[src/rtl/wdt_pkg.sv]
// Shared types and helpers for the multi-channel windowed watchdog.
package wdt_pkg;

  // Per-channel watchdog state; encoding is visible on the debug state output.
  typedef enum logic [1:0] {
    ST_IDLE   = 2'd0,
    ST_CLOSED = 2'd1,
    ST_OPEN   = 2'd2,
    ST_FAULT  = 2'd3
  } wdt_state_t;

  // Bit positions inside the per-channel cause register.
  localparam int CAUSE_EARLY   = 0;
  localparam int CAUSE_TIMEOUT = 1;
  localparam int CAUSE_W       = 2;

  // Width of the channel-select field; never narrower than one bit.
  function automatic int ch_w(input int n);
    return (n > 1) ? $clog2(n) : 1;
  endfunction

endpackage

[src/rtl/wdt_channel.sv]
// One watchdog channel: window FSM, cycle counter, stored bounds, sticky causes.
module wdt_channel
  import wdt_pkg::*;
#(
  parameter int CNT_W       = 16,
  parameter int WARN_MARGIN = 8
) (
  input  logic             clk_i,
  input  logic             rst_i,
  input  logic             en_i,
  input  logic             cfg_wr_i,
  input  logic [CNT_W-1:0] cfg_lo_i,
  input  logic [CNT_W-1:0] cfg_hi_i,
  input  logic             kick_i,
  input  logic             clr_i,
  output logic             armed_o,
  output logic             warn_o,
  output logic             fault_o,
  output logic             early_err_o,
  output logic             timeout_err_o,
  output logic             fault_set_o,
  output logic [1:0]       state_o
);

  wdt_state_t         state_q, state_d;
  logic [CNT_W-1:0]   cnt_q, cnt_d;
  logic [CNT_W-1:0]   lo_q, lo_d;
  logic [CNT_W-1:0]   hi_q, hi_d;
  logic [CAUSE_W-1:0] cause_q, cause_d;
  logic [CNT_W:0]     warn_cnt;

  // Next-state: accepted config write > clear > counting/kick (only while enabled).
  always_comb begin
    state_d = state_q;
    cnt_d   = cnt_q;
    lo_d    = lo_q;
    hi_d    = hi_q;
    cause_d = cause_q;
    if (cfg_wr_i) begin
      lo_d    = cfg_lo_i;
      hi_d    = cfg_hi_i;
      cnt_d   = '0;
      cause_d = '0;
      state_d = (cfg_lo_i == '0) ? ST_OPEN : ST_CLOSED;
    end else if (clr_i && (state_q != ST_IDLE)) begin
      state_d = ST_IDLE;
      cnt_d   = '0;
      cause_d = '0;
    end else if (en_i) begin
      case (state_q)
        ST_CLOSED: begin
          if (kick_i) begin
            state_d              = ST_FAULT;
            cause_d[CAUSE_EARLY] = 1'b1;
          end else begin
            cnt_d = cnt_q + 1'b1;
            if (cnt_d == lo_q) state_d = ST_OPEN;
          end
        end
        ST_OPEN: begin
          // A kick on the last window cycle still counts as a valid service.
          if (kick_i) begin
            cnt_d   = '0;
            state_d = (lo_q == '0) ? ST_OPEN : ST_CLOSED;
          end else if (cnt_q == hi_q - 1'b1) begin
            state_d                = ST_FAULT;
            cause_d[CAUSE_TIMEOUT] = 1'b1;
          end else begin
            cnt_d = cnt_q + 1'b1;
          end
        end
        default: ;
      endcase
    end
  end

  // State, counter, bounds and causes register.
  always_ff @(posedge clk_i) begin
    if (rst_i) begin
      state_q <= ST_IDLE;
      cnt_q   <= '0;
      lo_q    <= '0;
      hi_q    <= '0;
      cause_q <= '0;
    end else begin
      state_q <= state_d;
      cnt_q   <= cnt_d;
      lo_q    <= lo_d;
      hi_q    <= hi_d;
      cause_q <= cause_d;
    end
  end

  // Widened add avoids underflow when win_hi is smaller than the margin.
  assign warn_cnt      = {1'b0, cnt_q} + (CNT_W+1)'(WARN_MARGIN);
  assign warn_o        = (state_q == ST_OPEN) && (warn_cnt >= {1'b0, hi_q});
  assign armed_o       = (state_q == ST_CLOSED) || (state_q == ST_OPEN);
  assign fault_o       = (state_q == ST_FAULT);
  assign early_err_o   = cause_q[CAUSE_EARLY];
  assign timeout_err_o = cause_q[CAUSE_TIMEOUT];
  assign fault_set_o   = (state_d == ST_FAULT) && (state_q != ST_FAULT);
  assign state_o       = state_q;

endmodule

[src/rtl/wdt_window_multi.sv]
// Multi-channel windowed watchdog: config decode, reject pulse, shared reset request.
module wdt_window_multi
  import wdt_pkg::*;
#(
  parameter int NUM_CH      = 4,
  parameter int CNT_W       = 16,
  parameter int WARN_MARGIN = 8,
  parameter int RST_LEN     = 16
) (
  input  logic                               clk,
  input  logic                               rst,
  input  logic                               en,
  input  logic                               cfg_we,
  input  logic [wdt_pkg::ch_w(NUM_CH)-1:0]   cfg_ch,
  input  logic [CNT_W-1:0]                   cfg_win_lo,
  input  logic [CNT_W-1:0]                   cfg_win_hi,
  output logic                               cfg_err,
  input  logic [NUM_CH-1:0]                  kick,
  input  logic [NUM_CH-1:0]                  clr,
  output logic [NUM_CH-1:0]                  armed,
  output logic [NUM_CH-1:0]                  warn,
  output logic [NUM_CH-1:0]                  fault,
  output logic [NUM_CH-1:0]                  early_err,
  output logic [NUM_CH-1:0]                  timeout_err,
  output logic                               sys_rst_req,
  output logic [2*NUM_CH-1:0]                dbg_state
);

  localparam int RCW = $clog2(RST_LEN + 1);

  logic [NUM_CH-1:0] ch_wr;
  logic [NUM_CH-1:0] fault_set;
  logic              ch_ok;
  logic              armed_sel;
  logic              cfg_accept;
  logic              cfg_err_q;
  logic [RCW-1:0]    rst_cnt_q;

  // Config strobe: cfg_we is a single-cycle request with no back-pressure; the
  // write either takes effect at that edge or is answered by a cfg_err pulse
  // on the following cycle. Bounds are locked while the target is armed.
  always_comb begin
    ch_ok     = int'(cfg_ch) < NUM_CH;
    armed_sel = 1'b0;
    for (int i = 0; i < NUM_CH; i++) begin
      if (int'(cfg_ch) == i) armed_sel = armed[i];
    end
    cfg_accept = cfg_we && ch_ok && !armed_sel && (cfg_win_lo < cfg_win_hi);
    ch_wr      = '0;
    for (int i = 0; i < NUM_CH; i++) begin
      if (cfg_accept && (int'(cfg_ch) == i)) ch_wr[i] = 1'b1;
    end
  end

  for (genvar i = 0; i < NUM_CH; i++) begin : g_ch
    wdt_channel #(
      .CNT_W       (CNT_W),
      .WARN_MARGIN (WARN_MARGIN)
    ) u_ch (
      .clk_i         (clk),
      .rst_i         (rst),
      .en_i          (en),
      .cfg_wr_i      (ch_wr[i]),
      .cfg_lo_i      (cfg_win_lo),
      .cfg_hi_i      (cfg_win_hi),
      .kick_i        (kick[i]),
      .clr_i         (clr[i]),
      .armed_o       (armed[i]),
      .warn_o        (warn[i]),
      .fault_o       (fault[i]),
      .early_err_o   (early_err[i]),
      .timeout_err_o (timeout_err[i]),
      .fault_set_o   (fault_set[i]),
      .state_o       (dbg_state[2*i +: 2])
    );
  end

  // Registered one-cycle reject pulse for writes that were not accepted.
  always_ff @(posedge clk) begin
    if (rst) cfg_err_q <= 1'b0;
    else     cfg_err_q <= cfg_we && !cfg_accept;
  end

  // Reset-request pulse counter; any channel entering FAULT reloads it fully,
  // so the request rises on the same edge the fault flag does.
  always_ff @(posedge clk) begin
    if (rst)                  rst_cnt_q <= '0;
    else if (|fault_set)      rst_cnt_q <= RCW'(RST_LEN);
    else if (rst_cnt_q != '0) rst_cnt_q <= rst_cnt_q - 1'b1;
  end

  assign cfg_err     = cfg_err_q;
  assign sys_rst_req = (rst_cnt_q != '0);

endmodule

[config.mk]
export PLATFORM = sky130hd
export DESIGN_NAME = wdt_window_multi
export DESIGN_NICKNAME = d
export VERILOG_FILES = /design/src/rtl/wdt_pkg.sv /design/src/rtl/wdt_channel.sv /design/src/rtl/wdt_window_multi.sv
export SDC_FILE = /design/constraint.sdc
export NUM_CORES = 1
export LEC_CHECK = 0
export ABC_AREA = 1
export ABC_CLOCK_PERIOD_IN_PS = 3650
export CAP_MARGIN = 20
export CELL_PAD_IN_SITES_DETAIL_PLACEMENT = 0
export CELL_PAD_IN_SITES_GLOBAL_PLACEMENT = 1
export CORE_ASPECT_RATIO = 0.8
export CORE_MARGIN = 1
export CORE_UTILIZATION = 30
export DETAILED_ROUTE_END_ITERATION = 6
export PLACE_DENSITY_LB_ADDON = 0.08
export RECOVER_POWER = 50
export SLEW_MARGIN = 10
export SYNTH_ARGS = -nofsm -noshare
export SYNTH_HDL_FRONTEND = slang
export SYNTH_SLANG_ARGS = --single-unit
[constraint.sdc]
create_clock -name clk -period 3.65 [get_ports clk]
set_clock_uncertainty 0.2 [all_clocks]
set_input_delay 0.365 -clock clk [delete_from_list [all_inputs] [get_ports clk]]
set_output_delay 0.365 -clock clk [all_outputs]
set_load 0.01 [all_outputs]
==> results of run 1 <==
## flip-flops by register name (all words and copies together) (netlist names)
name	flops
g_ch.u_ch.hi_q	64
g_ch.u_ch.lo_q	64
g_ch.u_ch.cnt_q	64
g_ch.u_ch.state_o	8
g_ch.u_ch.cause_q	8
rst_cnt_q	5
cfg_err	1
## metrics by stage
| stage | util (%) | total power [mW] |
|---|---|---|
| final | 37.5 | 10.3 |
| after detailed placement | 34.6 | 7.31 |
| after CTS | 37.3 | 10.3 |
| after global placement | 34.6 | 7.29 |
| after global routing | 37.5 | 11.1 |
| after floorplan | - | 5.88 |
## power breakdown
| group | internal [mW] | leakage (nW) | switching [mW] |
|---|---|---|---|
| Clock | 1.65 | 0.445 | 1.17 |
| Sequential | 2.61 | 1.75 | 0.292 |
| Combinational | 1.78 | 7.53 | 2.82 |
## kinds of logic (layout without fill, tap and decap cells)
kind of cell             count (synthesis)  count (layout)  synth area share, %
other                                    0               4                    0
buffers and inverters                  484             676                 11.4
flip-flops                             214             214                 25.0
XOR/XNOR                               124             124                 6.88
adder cells (fa/ha/maj)                109             109                 7.97
AO/OA/AOI/OAI                          504             504                 15.9
AND/OR/NAND/NOR                       1286            1286                 32.8
## placed cells by master, fill, tap and decap left out, drive strengths merged, types with 61 or more instances in the layout
master    n
nand2   643
dfxtp   214
clkbuf   61
buf     160
ha      109
nor2    301
nand3   218
o21ai   208
a21oi   219
xor2     98
inv     376
## worst min-delay path: stages, from the launching register on
cell	delay, ns
dfxtp_1	0.30
inv_1	0.04
a21oi_1	0.05
## worst max path at each step
stage	from	to	slack [ns]	cells past startpoint
floorplan	g_ch[0].u_ch.cnt_q[5]$_SDFFE_PP0P_	warn[0]	0.61	19
global placement	g_ch[0].u_ch.cnt_q[5]$_SDFFE_PP0P_	warn[0]	0.08	18
detailed placement	g_ch[3].u_ch.cnt_q[4]$_SDFFE_PP0P_	warn[3]	0.03	13
CTS	g_ch[0].u_ch.cnt_q[5]$_SDFFE_PP0P_	warn[0]	0.001	18
global route	g_ch[2].u_ch.cnt_q[4]$_SDFFE_PP0P_	warn[2]	-0.16	17
finish	cfg_win_lo[7]	g_ch[0].u_ch.cnt_q[4]$_SDFFE_PP0P_	-0.03	11
## layer usage
metal  part of all wire, %  vias up
met1                    50     8438
met4                   2.6        0
met2                    42      405
met3                   4.8       74
li1                      -     9236
met5                     0        -
## final cells by class
cell class,instances,area (um2)
antenna,4,10.0
clock buffer,42,845
clock inverter,7,65.1
fill,6111,34900
inverter,377,1420
multi-input combinational,2023,11200
sequential,214,4340
tap,750,938
timing repair buffer,250,2060
## what timing repair did
| item | 4_1_cts | 5_1_grt |
|---|---|---|
| buffers inserted | 38 | 5 |
| pin swaps | 33 | 30 |
| resized for setup | 98 | 46 |
| setup endpoints to repair | 4 | 8 |
==> qor.csv, run 1 <==
stage,metric,value,unit
synth,most frequent cell after synthesis,nand2_1,
layout,Area Overhead vs Synth,22.2,%
clocking,Clock Tree Buf Depth,3,
die,# IOs,76,
worst_setup_path,Crit Path Category,input pin to register,
worst_setup_path,crit-path max cell delay,0.60,ns
layout,layout cells sized above 1,12.4,%
drt,1st-iter DRT viols,1311,
synth,Commonest cells post-synth,"638 x nand2_1, 363 x inv_1, 275 x nor2_1, 219 x a21oi_1, 214 x dfxtp_1",
pwr,Max VDD drop,0.312,mV
worst_setup_path,reg2reg start,g_ch[2].u_ch.state_o[0]$_SDFF_PP0_,
clocking,Worst-Skew Late Latency,0.58,ns
layout,Nets,3050,
worst_setup_path,FF-to-FF End,g_ch[0].u_ch.cnt_q[11]$_SDFFE_PP0P_,
grt,initial antenna violation count,3,
grt,grt met1 use,35.1,%
clocking,root buffer cell,clkbuf_16,
hold_path,hold path depth,2,
sta,normalized max-slew margin,41.1,%
sta,final setup fails,1,
drt,DR pass1 iterations,6,
die,area of the die,58000,um2
synth,asr flop ratio synth,0,%
synth,"top cells by area, synth","dfxtp_1 25%, nand2_1 14%, ha_1 8.0%",
sta,setup_tns,-0.0297,ns
grt,gr busiest metal,met2,
hold_path,worst min path class,register to register,
hold_path,Worst Hold Path EP,g_ch[0].u_ch.cause_q[0]$_SDFFE_PP0P_,
clocking,number of buffers created by CTS,29,
placement,buffers added on ports,75,
sta,setup ws final,-0.0297,ns
sta,RSZ-0062 raised after global routing,true,
pwr,static leakage,9.73,nW
sta,Max Freq,272,MHz
sta,Final min period,3.68,ns
sta,"Hold Vio Cnt, Final",0,
worst_setup_path,Worst Setup Start Kind,input pin,
grt,grt met3 use,2.69,%
grt,all-layer global routing usage,23.8,%
synth,post-synthesis cell count,2721,
drt,routed vias/inst,4.95,
worst_setup_path,CP max FO,15,
die,site row count,77,
synth,cell taking the most area after synthesis,dfxtp_1,
hold_path,hold_sp,g_ch[0].u_ch.cause_q[0]$_SDFFE_PP0P_,
worst_setup_path,crit-path leading delay family,simple AND/OR/NAND/NOR gates,
worst_setup_path,Reg2Reg Depth,11,
drt,Routed Antenna Nets,0,
sta,Worst-Margin Slew,0.883,ns
grt,first-pass GRT wire length,106000,um
placement,dpl cell area,19300,um2
placement,Inst Count DP,3571,
placement,dpl ws,0.0261,ns
placement,GP Congestion,0.885,
drt,vias after detailed routing,18153,
synth,Yosys reg bits,214,
run_status,failing checks,negative setup slack,
layout,Final Instance Count excl. Fillers,3667,
die,Die Y,216,um
clocking,TritonCTS clock tree,built,
grt,met2 Use GR,36.8,%
synth,post-synthesis sequential area ratio,25.0,%
worst_setup_path,crit-path cells,dlygate4sd3_1 -> clkbuf_1 -> ha_1 -> nand2_1 -> o211ai_1 -> nand3_1 -> and3_1 -> clkbuf_1 -> nand2_1 -> nand3_1 -> a211oi_1,
sta,final slew viol count,0,
clocking,"Reg clk slew, reported paths",0.06,ns
layout,design area,20900,um2
grt,largest net degree at the start of global routing,45,
drt,Remaining DRCs,0,
synth,yosys warns,0,
placement,HPWL after detailed placement,55400,um
grt,vias in the first global route,17091,
synth,share of the synthesized area in the top cell type,25.0,%
worst_setup_path,crit end category,register,
clocking,clk sink count,214,
synth,"EDFF count, synth",0,
pwr,P per Cell Area,494,nW/um2
run_status,status,finished with violations,
worst_setup_path,CP bufs+invs,3,
sta,WHS,0.250,ns
die,Core Footprint,55800,um2
synth,ys flop type,dfxtp_1,
synth,Post-Syn Area,17100,um2
worst_setup_path,arrival time worst endpoint,3.93,ns
clocking,hold buffers post-CTS,0,
sta,final period utilization,101,%
die,Initial Util,30.7,%
worst_setup_path,R2R setup slack,0.14,ns
drt,Routed WL,69400,um
job,Max Cap Viol,0,
synth,count of cell types in the netlist,52,
die,Die X,269,um
synth,syn_area_per_cell,6.29,um2
synth,syn nets,2876,
grt,aggregate global routing overflow,0,
drt,Wirelength per Cell,18.9,um
clocking,# H-tree levels,1,
worst_setup_path,slowest CP cell,nand3_1,
worst_setup_path,critical path data required time,3.90,ns
(Power assumes the default switching activity.)
==> run 2: changes to the inputs <==
--- a/constraint.sdc
+++ b/constraint.sdc
@@ -4,2 +4,2 @@
 set_output_delay 0.365 -clock clk [all_outputs]
-set_load 0.01 [all_outputs]
+set_load 0.02 [all_outputs]
==> qor.csv, run 2 (synthesized netlist as in run 1, its figures left out) <==
stage,metric,value,unit
drt,1st-iter DRT viols,1173,
sta,Final min period,3.67,ns
worst_setup_path,crit end category,primary output,
die,Die X,269,um
worst_setup_path,critical path data required time,3.08,ns
die,area of the die,58000,um2
die,site row count,77,
clocking,number of buffers created by CTS,28,
layout,design area,20800,um2
pwr,P per Cell Area,495,nW/um2
clocking,Clock Tree Buf Depth,3,
grt,first-pass GRT wire length,104000,um
drt,Top Layer Used,met4,
layout,fillers,6124,
drt,Routed WL,68900,um
drt,met3 WL,2820,um
run_status,failing checks,negative setup slack,
worst_setup_path,Crit Path Category,register to primary output,
drt,DR pass1 iterations,5,
sta,final period utilization,101,%
placement,buffers added on ports,75,
drt,met2 wire length,29000,um
grt,aggregate global routing overflow,0,
worst_setup_path,arrival time worst endpoint,3.11,ns
sta,setup ws final,-0.0248,ns
drt,Routed Antenna Nets,0,
worst_setup_path,CP max FO,2,
sta,"Hold Vio Cnt, Final",0,
layout,Area Overhead vs Synth,21.8,%
clocking,TritonCTS clock tree,built,
placement,HPWL after detailed placement,55000,um
drt,Remaining DRCs,0,
die,# IOs,76,
placement,GP Congestion,0.884,
die,Core Footprint,55800,um2
drt,Wirelength per Cell,18.8,um
worst_setup_path,Worst Setup Start Kind,register,
grt,all-layer global routing usage,23.6,%
sta,setup_tns,-0.0248,ns
layout,final core utilization,37.4,%
clocking,# H-tree levels,1,
placement,dpl ws,-0.125,ns
clocking,"Reg clk slew, reported paths",0.05,ns
run_status,status,finished with violations,
clocking,Worst-Skew Late Latency,0.57,ns
die,Die Y,216,um
pwr,Total Power,10.3,mW
hold_path,worst min path class,register to register,
sta,final slew viol count,0,
sta,WHS,0.245,ns
pwr,static leakage,9.71,nW
drt,WL met1,35300,um
layout,layout cells sized above 1,12.2,%
die,Initial Util,30.7,%
sta,Max Freq,272,MHz
placement,Inst Count DP,3589,
sta,RSZ-0062 raised after global routing,true,
pwr,Max VDD drop,0.333,mV
layout,most frequent cells in the layout,"623 x nand2_1, 358 x inv_1, 263 x nor2_1",
sta,Worst-Margin Slew,0.908,ns
job,Max Cap Viol,0,
sta,normalized max-slew margin,39.5,%
layout,Final Instance Count excl. Fillers,3666,
sta,final setup fails,1,
grt,vias in the first global route,16755,
layout,Nets,3052,
drt,vias after detailed routing,18008,
layout,largest registers,"g_ch.u_ch.cnt_q (64), g_ch.u_ch.hi_q (64), g_ch.u_ch.lo_q (64)",
drt,routed vias/inst,4.91,
clocking,clk sink count,214,
grt,largest net degree at the start of global routing,65,
placement,dpl cell area,19500,um2
clocking,root buffer cell,clkbuf_16,
layout,"commonest non-fill, non-tap cell in the layout",nand2_1,
grt,initial antenna violation count,3,
[run 2: changes by cell type in the layout (fill, tap and decap cells not counted), sizes merged]
cell,change
buf,+8
clkbuf,-6
clkinvlp,-2
clkdlybuf4s50,+1
diode,-1
dlygate4sd3,-1
[run 2: path summary, 6_finish.rpt]
check | startpoint | slack (ns) | cells after the start | to
setup / recovery | g_ch[0].u_ch.cnt_q[6]$_SDFFE_PP0P_ | -0.02 | 18 | warn[0]
hold reg to reg | g_ch[3].u_ch.cause_q[0]$_SDFFE_PP0P_ | 0.24 | 2 | g_ch[3].u_ch.cause_q[0]$_SDFFE_PP0P_
setup reg to reg | g_ch[0].u_ch.state_o[0]$_SDFF_PP0_ | 0.04 | 12 | g_ch[0].u_ch.lo_q[14]$_SDFFE_PP0P_
hold / removal | g_ch[3].u_ch.cause_q[0]$_SDFFE_PP0P_ | 0.24 | 2 | g_ch[3].u_ch.cause_q[0]$_SDFFE_PP0P_
[run 2: metal layers]
metal,track usage [%],up-vias
met5,0,-
met4,6.23,0
met3,2.17,73
met2,35.4,395
met1,35.5,8307
li1,-,9233
[run 2: power by group]
part           switching, mW  internal (mW)  total (mW)
Combinational           2.88           1.79        4.67
Sequential             0.280           2.61        2.89
Clock                   1.13           1.64        2.77
Total                   4.29           6.04        10.3
[run 2: critical path: stages (launching register included)]
cell and delay, ns:
dfxtp_2 0.33, nand2_2 0.06, nor2_2 0.12, nand2_1 0.09
nor2_1 0.11, inv_1 0.06, nor2_2 0.14, inv_2 0.07
nor3_4 0.20, xor2_1 0.17, inv_1 0.09, ha_4 0.29
nand2_4 0.05, nor3_4 0.17, nand2_1 0.08, nand3_2 0.08
nand2_1 0.06, a31oi_2 0.20, buf_4 0.18
[run 2: area by class of cell]
cell class / count / area (um2) / area share [%]
repair buffers: 253 / 2100 / 10.1
clock inverters: 5 / 50.0 / 0.240
clock buffers: 41 / 841 / 4.03
well taps: 750 / 938 / 4.50
multi-input cells: 2023 / 11200 / 53.5
flip-flops and latches: 214 / 4330 / 20.8
diodes: 3 / 7.51 / 0.0360
inverters: 377 / 1420 / 6.79
[run 2: timing repair]
action                                  in CTS  in global routing
endpoints found under the setup margin       4                  8
resized for setup                           55                 86
cloned                                       0                  0
hold buffers                                 0                  0
pin swaps                                    5                 48
buffers inserted                             1                 27
==> run 3: changes to the inputs <==
Settings changed: GPL_ROUTABILITY_DRIVEN set to 0.
==> results of run 3 <==
Same layout as run 2: the final DEF is identical, and so are final timing and power.
